<file path="config.mk">
export PLATFORM = sky130hd
export DESIGN_NAME = fetch_unit
export DESIGN_NICKNAME = d
export VERILOG_FILES = /design/src/rtl/fetch_unit.sv
export SDC_FILE = /design/constraint.sdc
export NUM_CORES = 1
export LEC_CHECK = 0
export BUFFER_PORTS_ARGS = -buffer_cell sky130_fd_sc_hd__buf_2
export CAP_MARGIN = 15
export CORE_UTILIZATION = 49
export DETAILED_ROUTE_END_ITERATION = 10
export PLACE_DENSITY_LB_ADDON = 0.08
export SLEW_MARGIN = 15
export SYNTH_ARGS = -nofsm -noshare
export SYNTH_HDL_FRONTEND = slang
export SYNTH_SLANG_ARGS = --single-unit
</file>
<file path="constraint.sdc">
create_clock -name clock -period 1.9 [get_ports clock]
set_input_delay 0.095 -clock clock [delete_from_list [all_inputs] [get_ports clock]]
set_output_delay 0.095 -clock clock [all_outputs]
set_load 0.01 [all_outputs]
</file>
<file path="src/rtl/fetch_unit.sv">
// -----------------------------------------------------------------------------
// fetch_unit -- instruction-fetch stage of the 8-bit nRisc core.
//
// Holds the program counter, fetches the instruction at pc from instruction
// memory over a req/ack handshake, keeps it in the instruction register (iReg)
// until the core consumes it, and exports pc+1 to the branch/jump mux chain.
//
// Ports:
//   clock        in   rising-edge system clock
//   reset        in   asynchronous, active-high reset
//   next_pc      in   next PC chosen by MUX5; sampled when advance is accepted
//   advance      in   core has consumed instr; load next_pc and fetch again
//   imem_req     out  fetch request to instruction memory
//   imem_addr    out  fetch address (always pc)
//   imem_ack     in   memory returns data this cycle
//   imem_data    in   instruction word, valid with imem_ack
//   instr        out  instruction register contents
//   instr_valid  out  instr holds the instruction at pc
//   pc           out  current program counter
//   pc_plus1     out  pc + 1 modulo 2^WIDTH (combinational)
//   halted       out  sticky; halt opcode consumed
//   fetch_err    out  sticky; fetch timed out waiting for imem_ack
// -----------------------------------------------------------------------------
module fetch_unit #(
    parameter int              WIDTH       = 8,
    parameter logic [WIDTH-1:0] RESET_PC    = '0,
    parameter logic [WIDTH-1:0] HALT_OPCODE = '1,
    parameter int              TIMEOUT     = 15
) (
    input  logic             clock,
    input  logic             reset,
    input  logic [WIDTH-1:0] next_pc,
    input  logic             advance,
    output logic             imem_req,
    output logic [WIDTH-1:0] imem_addr,
    input  logic             imem_ack,
    input  logic [WIDTH-1:0] imem_data,
    output logic [WIDTH-1:0] instr,
    output logic             instr_valid,
    output logic [WIDTH-1:0] pc,
    output logic [WIDTH-1:0] pc_plus1,
    output logic             halted,
    output logic             fetch_err
);

    typedef enum logic [2:0] {
        IDLE,
        FETCH,
        HOLD,
        HALTED,
        ERROR
    } state_t;

    state_t     state;
    logic [7:0] wait_cnt;   // consecutive no-ack FETCH cycles; TIMEOUT fits in 8 bits
    logic [7:0] wait_next;

    assign wait_next = wait_cnt + 8'd1;

    // Request is decoded straight from state so an asynchronous reset drops it
    // immediately, without waiting for a clock edge.
    assign imem_req  = (state == FETCH);
    assign imem_addr = pc;
    assign pc_plus1  = pc + WIDTH'(1);

    // NOTE: every register here is sequential state, so all assignments in this
    // block are non-blocking; mixing in blocking writes would make the result
    // depend on statement order and simulate differently from the netlist.
    always_ff @(posedge clock or posedge reset) begin
        if (reset) begin
            state       <= IDLE;
            pc          <= RESET_PC;
            instr       <= '0;
            instr_valid <= 1'b0;
            halted      <= 1'b0;
            fetch_err   <= 1'b0;
            wait_cnt    <= 8'd0;
        end else begin
            unique case (state)
                // One idle cycle after reset before the first request.
                IDLE: begin
                    state <= FETCH;
                end

                FETCH: begin
                    // Ack wins over a timeout reached in the same cycle.
                    if (imem_ack) begin
                        instr       <= imem_data;
                        instr_valid <= 1'b1;
                        wait_cnt    <= 8'd0;
                        state       <= HOLD;
                    end else if (wait_next == 8'(TIMEOUT)) begin
                        wait_cnt  <= wait_next;
                        fetch_err <= 1'b1;
                        state     <= ERROR;
                    end else begin
                        wait_cnt <= wait_next;
                    end
                end

                HOLD: begin
                    if (advance) begin
                        instr_valid <= 1'b0;
                        wait_cnt    <= 8'd0;
                        if (instr == HALT_OPCODE) begin
                            halted <= 1'b1;
                            state  <= HALTED;
                        end else begin
                            pc    <= next_pc;
                            state <= FETCH;
                        end
                    end
                end

                // Absorbing; only reset leaves these states.
                HALTED, ERROR: begin
                    state <= state;
                end

                default: begin
                    state <= IDLE;
                end
            endcase
        end
    end

endmodule

</file>
# ---- Word level (Yosys, flattened, before mapping)
# Cells that the tools add are included.
dict set report classes {
  n_eq_ne 9
  n_addsub 2
  n_reduce_logical 10
  mux 11
  bitwise_logic 3
}
# op count
set ops {}
lappend ops {{adder 8 x 1 -> 8 bit (second input constant)} 2}
lappend ops {{two-way mux 8 bit} 2}
lappend ops {{one-hot mux 8 bit (2 select lines)} 1}
lappend ops {{AND reduction 3 bit} 5}
lappend ops {{one-hot mux 3 bit (4 select lines)} 1}
lappend ops {{two-way mux 3 bit} 3}
lappend ops {{== test 8 x 4 -> 1 bit (second input constant)} 1}
lappend ops {{== test 8 bit (second input constant)} 1}
lappend ops {{== test 3 x 2 -> 1 bit (second input constant)} 2}
lappend ops {{AND reduction 2 bit} 2}
lappend ops {{== test 3 x 1 -> 1 bit (second input constant)} 1}
lappend ops {{== test 3 bit (second input constant)} 1}
lappend ops {{logical NOT 3 bit} 1}
lappend ops {{inequality test 3 x 1 -> 1 bit (second input constant)} 1}
lappend ops {{NOT 1 bit} 3}
lappend ops {{two-way mux 1 bit} 2}
lappend ops {{two-way mux 2 bit} 1}
lappend ops {{inequality test 2 x 1 -> 1 bit (second input constant)} 1}
lappend ops {{inequality test 2 bit (second input constant)} 1}
lappend ops {{one-hot mux 1 bit (2 select lines)} 1}
lappend ops {{nonzero test 2 bit} 1}
lappend ops {{OR reduction 2 bit} 1}
dict set report totals {
  word_cells 42
  register_bits 30
  output_inout_bits 36
  input_bits 20
}

# ---- Depth between registers and ports, before layout
# Gate-level depths: netlist of run 1.
dict set report depth {
  depth_word 5
  ltp_mapped 6
  depth_no_buf 6
}

# ---- Least setup slack after synthesis of run 1
# Ideal clock, no wire load.
dict set report synth_timing {
  kind {reg-to-reg}
  from {reg wait_cnt[0]}
  to {reg state[0]}
  setup_ns 0.124
  path_buffers 0
  arrival_ns 1.528
  path_stages_with_launch 7
  path_slack_ns 0.248
  synth_period_minus_slack_ns 1.652
  required_time_ns 1.776
  path_cell_list {dfrtp_1 > inv_1 > ha_1 > or4b_1 > nor3_2 > nor3_1 > o31a_1}
}
dict set report synth_via {
  elab_chain_len 4
}
# element line
set synth_lines {}
lappend synth_lines {{start, declared} 55} ;# logic [7:0] wait_cnt;
lappend synth_lines {{start signal, assigned} 93} ;# wait_cnt <= wait_next;
lappend synth_lines {{start signal, assigned} 97} ;# wait_cnt <= wait_next;
lappend synth_lines {{adder 8 x 1 -> 8 bit} 58} ;# assign wait_next = wait_cnt + 8'd1;
lappend synth_lines {{== test 8 x 4 -> 1 bit} 92} ;# end else if (wait_next == 8'(TIMEOUT)) begin
lappend synth_lines {{inequality test 3 x 1 -> 1 bit (no source line)} --}
lappend synth_lines {{AND reduction 3 bit (no source line)} --}
lappend synth_lines {{end signal, assigned} 117} ;# state <= state;
lappend synth_lines {{end, declared} 54} ;# state_t state;
# No other way between the ends.
# A chain may end at the register's enable or synchronous reset.

# ---- Worst setup path after layout of run 1
# Same ends and word-level chain as after synthesis.

==> summary.md, run 1 <==
| Metric | Value |
|---|---|
| Status | `complete, no violations` |
| Diode count | `0` |
| Type of the worst setup path | `flip-flop to flip-flop` |
| Antenna viol nets, final | `0` |
| Site row count | `20` |
| # nets final | `between 200 and 250` |
| Finish-stage setup viols | `0` |
| Post-DP Area | `1840 um2` |
| I/O Pins | `56` |
| First-pass GRT wire length | `5680 um` |
| Final period utilization | `a little over nine tenths` |
| Die Footprint | `3470 um2` |
| Crit-path cells | `inv_1 -> ha_1 -> or4b_1 -> nor3_2 -> nor3_1 -> o31a_1` |
| P per Cell Area | `927 nW/um2` |
| Cts bufs inserted | `5` |
| Final worst clock skew | `0.00449 ns` |
| Clk slew on worst S/H paths | `about 0.10 ns` |
| Synth warnings | `0` |
| Remaining DRCs | `0` |
| Post-synthesis net count | `169` |
| Setup TNS | `0 ns` |
| Fin util | `roughly two thirds` |
| Initial core utilization | `52.0%` |
| Post-Syn Area | `1590 um2` |
| Iteration-0 DRC Markers | `46` |
| R2R Path Start | `wait_cnt[0]` |
| Crit path from | `wait_cnt[0]` |
| Reg-to-reg slack, setup | `about 0.12 ns` |
| Vias in the first global route | `1302` |
| CP required | `about 2.1 ns` |
| Max-cap violations | `0` |
| Most frequent cells in the layout | `buf_2 (55), dfrtp_1 (30), dlygate4sd3_1 (15), nand2_1 (11), o21ai_1 (9)` |
| Htree depth | `2` |
| Clock Latency Late Sink | `0.33 ns` |
| Overflow after GRT | `0` |
| Deepest clock path buffer count | `2` |
| Drt pass-1 iters | `4` |
| Pwr Total | `roughly 1900 uW` |
| Relative slew margins | `roughly 70%` |
| RePlAce Congestion | `0.781` |
| Most common cell after layout, fill and taps aside | `buf_2` |
| Fmax | `0.561 GHz` |
| Area grow syn2layout | `29.0%` |
| Clock sinks | `30` |
| Hold Crit Start | `next_pc[1]` |
| Mean Syn Cell Area | `10.9 um2` |
| CP max-delay cell | `dfrtp_1` |
| Leak | `0.00102 uW` |
| CTS tree | `built` |
| Worst Max-Slew Pin Slew | `0.449 ns` |
| Final Hold Vio Count | `0` |
| CTS Root Cell | `clkbuf_4` |
| Layout cells sized above 1 | `36.0%` |
| Die Ht | `58.9 um` |
| Final instance area | `2050 um2` |
| Via density | `between 5 and 6` |
| Worst path max stage delay | `between 0.4 and 0.5 ns` |
| Avg WL per Cell | `13.5 um` |
| Seq cells post-synth | `30` |
| Setup crit end kind | `flip-flop` |
| Worst EP arrival | `2.00 ns` |
| IO buf count | `55` |
| Unrepaired setup endpoints after global routing | `false` |
| Worst setup SP type | `flip-flop` |
| Drt total wl | `3470 um` |
| Cells after Synth | `146` |
| Max IR drop VDD | `0.377 mV` |
| Core Area | `3050 um2` |
| CP bufs+invs | `1` |
| Die width | `58.9 um` |
| Synth cell types | `38` |
| Largest net degree at the start of global routing | `31` |
| Min-delay worst type | `input pin to flip-flop` |
| Total track usage | `22.3%` |
| Sequential area share after synthesis | `47.3%` |
| HPWL Detailed | `approximately 2400 um` |
| Initial antenna violation count | `0` |
| CP top delay family | `simple AND/OR/NAND/NOR gates` |
| CP Max Fanout | `8` |
| Final worst path period need | `1.78 ns` |
| Vias after detailed routing | `1323` |
| Fin. max-slew vios | `0` |
cells in the mapped netlist (all sizes together):
cell type,count,area share [%]
dfrtp,30,47
mux2,16,11
o21ai,13,4.3
buf,11,5.5
nand2,11,2.6
nor2,8,1.9
xnor2,6,3.3
inv,5,1.2
nand3,5,1.6
nand4,4,1.6
nor3,4,1.6
xor2,4,2.2
ha,3,2.4
a21o,2,0.95
a21oi,2,0.63
a31oi,2,0.79
and3,2,0.79
nand2b,2,0.79
nand3b,2,0.95
o21bai,2,1.2
or4b,2,1.3
a211o,1,0.63
a211oi,1,0.79
a22o,1,0.55
a311oi,1,0.55
and2,1,0.39
and4,1,0.55
nor3b,1,0.79
o31a,1,0.55
o31ai,1,0.47
o32ai,1,0.55
flip-flops by register name, summed over array words and instances, names as in the netlist:
register / count
imem_addr: 8
wait_cnt: 8
fetch_err: 1
state: 3
instr_valid: 1
halted: 1
instr: 8
cell families (layout without fill, tap and decap cells):
| kind of cell | after synthesis | in the layout | share of synthesized area (%) |
|---|---|---|---|
| buffers and inverters | 16 | 84 | 6.70 |
| muxes | 16 | 16 | 11.4 |
| and+or+nand+nor | 43 | 43 | 14.7 |
| DFF | 30 | 30 | 47.3 |
| xor gates and xnor gates | 10 | 10 | 5.52 |
| AOI/OAI and AO/OA | 28 | 28 | 12.0 |
| adders and majority gates | 3 | 3 | 2.37 |
metrics by stage:
step / instances / setup WS [ns] / hold slack (ns)
floorplan: 146 / 0.248 / 0.186
global placement: 235 / 0.212 / 0.186
detailed placement: 235 / 0.138 / 0.191
CTS: 258 / 0.125 / 0.0112
global route: 258 / 0.00170 / 0.000757
finish: 258 / 0.119 / 0.00947
report_power, final:
group	internal (uW)	leakage (uW)	switching [uW]	total [uW]
Combinational	292	0.000599	287	579
Sequential	767	0.000384	147	914
Clock	179	0.0000353	225	404
Total	1240	0.00102	659	1900
layout make-up:
cell class | count | area, um2
clock buffers | 7 | 55.1
flip-flops and latches | 30 | 751
fillers | 271 | 1010
repair buffers | 71 | 433
well taps | 44 | 55.1
clock inverters | 1 | 5.00
multi-input cells | 100 | 729
inverters | 5 | 18.8
final timing paths:
check,end,cells after the start
max,state[0],6
min,imem_addr[1],2
max reg2reg,state[0],6
min reg2reg,halted,1
max in group asynchronous,instr[7],4
min in group asynchronous,imem_addr[5],4
repair_timing:
| action | CTS | global route |
|---|---|---|
| setup buffers | 0 | 0 |
| resized for setup | 0 | 0 |
| hold buffers | 15 | 0 |
| endpoints found under the hold margin | 44 | 0 |
routing by layer:
layer / vias up / global-route usage (%) / wire [um]
met2: 44 / 41.2 / 1740
met5: - / 0 / 0
met3: 6 / 7.03 / 191
met1: 628 / 23.3 / 1490
met4: 0 / 8.84 / 47
li1: 645 / - / -
(Power assumes the default switching activity.)
==> run 2, diff against run 1 <==
Settings changed: ABC_AREA set to 1, RECOVER_POWER set to 25.
==> summary.md, run 2 <==
| Metric | Value |
|---|---|
| Status | `complete, no violations` |
| # nets final | `277` |
| R2R Path Start | `wait_cnt[1]` |
| Synth top area share | `46.6%` |
| CP required | `1.80 ns` |
| Fin util | `roughly two thirds` |
| Leading area contributor after synthesis | `dfrtp_1` |
| CTS Root Cell | `clkbuf_4` |
| Hold Path End | `imem_addr[1]` |
| Count leader, synth | `nand2_1` |
| Most frequent cells in the layout | `nand2_1 (48), buf_2 (42), dfrtp_1 (30), inv_1 (20), nand3_1 (14)` |
| Vias after detailed routing | `1421` |
| Initial core utilization | `52.3%` |
| Unrepaired setup endpoints after global routing | `false` |
| Cts bufs inserted | `5` |
| Post-synthesis net count | `roughly 210` |
| CP bufs+invs | `1` |
| P per Cell Area | `1380 nW/um2` |
| Finish-stage setup viols | `0` |
| Gate power share | `45.6%` |
| RePlAce Congestion | `0.837` |
| Overflow after GRT | `0` |
| Cells after Synth | `~190` |
| Synth area leaders | `dfrtp_1 (47%), nand2_1 (11%), inv_1 (4.7%), nand3_1 (4.4%), buf_4 (3.7%)` |
| Setup crit end kind | `output port` |
| Mean Syn Cell Area | `8.57 um2` |
| Hold path depth | `3` |
| Drt pass-1 iters | `4` |
| CP Max Fanout | `5` |
| Post-place setup slack | `0.299 ns` |
| Clk slew on worst S/H paths | `0.10 ns` |
| Internal power | `1630 uW` |
| Type of the worst setup path | `flip-flop to output port` |
| Vias in the first global route | `1323` |
| NetSw | `1220 uW` |
| Ys async rst share | `100%` |
| Most common cell after layout, fill and taps aside | `nand2_1` |
| Core Area | `3080 um2` |
| Sequential area share after synthesis | `46.6%` |
| Synth cell types | `26` |
| Htree depth | `2` |
| Final worst clock skew | `a little over 0.009 ns` |
| Final period utilization | `94.9%` |
| Final worst slack | `0.0969 ns` |
| CP top delay family | `flip-flops` |
| First-pass GRT wire length | `5570 um` |
| Hold Crit Start | `next_pc[1]` |
| Die Footprint | `3520 um2` |
| I/O Pins | `between 50 and 60` |
| Final worst path period need | `1.80 ns` |
| Worst EP arrival | `1.71 ns` |
| Site row count | `20` |
| Die width | `59.3 um` |
| Min-delay worst type | `input pin to flip-flop` |
| Avg WL per Cell | `11.8 um` |
| IO buf count | `55` |
| Drt total wl | `3520 um` |
| Post-Syn Area | `1610 um2` |
| R2R Path End | `state[1]` |
| CTS tree | `built` |
| Total track usage | `21.8%` |
| Worst setup SP type | `flip-flop` |
| Synth warnings | `0` |
| Initial antenna violation count | `0` |
| Max IR drop VDD | `0.832 mV` |
| Fin. max-slew vios | `0` |
| Clock share of power | `16.5%` |
| Largest net degree at the start of global routing | `20` |
| Antenna viol nets, final | `0` |
| Via density | `roughly 4.8` |
| Max-cap violations | `0` |
| Remaining DRCs | `0` |
| Fmax | `roughly 0.55 GHz` |
| Clock Latency Late Sink | `between 0.3 and 0.4 ns` |
| Reg-to-reg slack, setup | `0.27 ns` |
| Leak | `0.00105 uW` |
| Commonest cells in the netlist | `nand2_1 (48), dfrtp_1 (30), inv_1 (20)` |
| Deepest clock path buffer count | `2` |
| Area grow syn2layout | `28.3%` |
| Die Ht | `59.3 um` |
| Reg power frac | `37.8%` |
| EDFF count, synth | `0` |
| Worst Max-Slew Pin Slew | `0.461 ns` |
| HPWL Detailed | `2560 um` |
| Iteration-0 DRC Markers | `71` |
| Ys flop type | `dfrtp_1` |
| Relative slew margins | `69.2%` |
| Crit-path cells | `ha_1 -> nand3_1 -> nor3_1 -> xor2_1 -> buf_2` |
| Sw frac | `42.9%` |
| Layout cells sized above 1 | `around 29%` |
| Setup Buffers After CTS | `0` |
| Diode count | `0` |
| Worst R2R Path Depth | `11` |
| Clock sinks | `30` |
| Setup TNS | `0 ns` |
| CP max-delay cell | `dfrtp_1` |
| Worst path max stage delay | `0.42 ns` |
| Seq cells post-synth | `30` |
| Final Hold Vio Count | `0` |
[run 2: cell count changes in the layout (fill, tap and decap cells not counted), sizes merged, moves of 6 or more]
cell | previous run | this run
clkbuf | 7 | 21
o21ai | 13 | 7
nand3 | 5 | 16
nand2 | 11 | 55
mux2 | 16 | 3
buf | 56 | 43
inv | 5 | 23
nor2 | 8 | 17
[run 2: area by class of cell]
type	count	area (um2)
fill	267	1010
sequential	30	751
multi-input combinational	126	706
timing repair buffer	68	387
inverter	23	88.8
clock buffer	8	78.8
tap	44	55.1
[run 2: power groups by stage]
stage / logic (uW) / clock network (uW) / registers (uW)
4_1_cts: 1340 / 485 / 1080
3_5_place_dp: 1320 / 0 / 1090
6_report: 1300 / 472 / 1080
2_1_floorplan: 830 / 0 / 1140
3_3_place_gp: 1300 / 0 / 1070
5_1_grt: 1450 / 509 / 1110
[run 2: metrics by stage]
step	power, uW	hold WS (ns)	cell area (um2)	cells
6_report	2850	0.0130	2070	299
3_5_place_dp	2410	0.125	1880	279
5_1_grt	3070	0.0159	2070	299
2_1_floorplan	1970	0.186	1610	188
4_1_cts	2900	0.00148	2070	298
3_3_place_gp	2370	0.119	1880	279
[run 2: worst min-delay path, stage by stage]
cell     delay (ns)
buf_2          0.07
nor2_1         0.03
a21oi_1        0.10
[run 2: how the worst max path moves through the flow]
stage                       startpoint      endpoint  cells after the start
final                     imem_addr[0]   pc_plus1[6]                      5
after global routing      imem_addr[1]   pc_plus1[6]                      5
after CTS                 imem_addr[0]   pc_plus1[6]                      5
after detailed placement   wait_cnt[1]      state[1]                     11
after global placement        state[2]  imem_addr[7]                      5
after floorplan            wait_cnt[1]      state[1]                     11
[run 2: metal layers]
| layer | global-route usage (%) | vias to the layer above | wire [um] |
|---|---|---|---|
| met4 | 15.6 | 0 | 117 |
| met5 | 0 | - | 0 |
| met2 | 32.4 | 58 | 1640 |
| met3 | 4.59 | 13 | 174 |
| li1 | - | 730 | - |
| met1 | 28.2 | 620 | 1580 |
[run 2: cell families (layout without fill, tap and decap cells)]
kind of cell	after synthesis	in the layout	share of synthesized area (%)
buf+inv	32	99	9.56
flops	30	30	46.6
simple gates	96	96	29.8
compound gates	18	18	6.37
fa+ha+maj	3	3	2.33
xor+xnor	6	6	3.26
mux	3	3	2.10
[run 2: repair_timing]
item | in CTS | in global routing
hold endpoints to repair | 21 | 1
endpoints found under the setup margin | 0 | 0
gates resized for setup | 0 | 0
hold buffers | 11 | 1
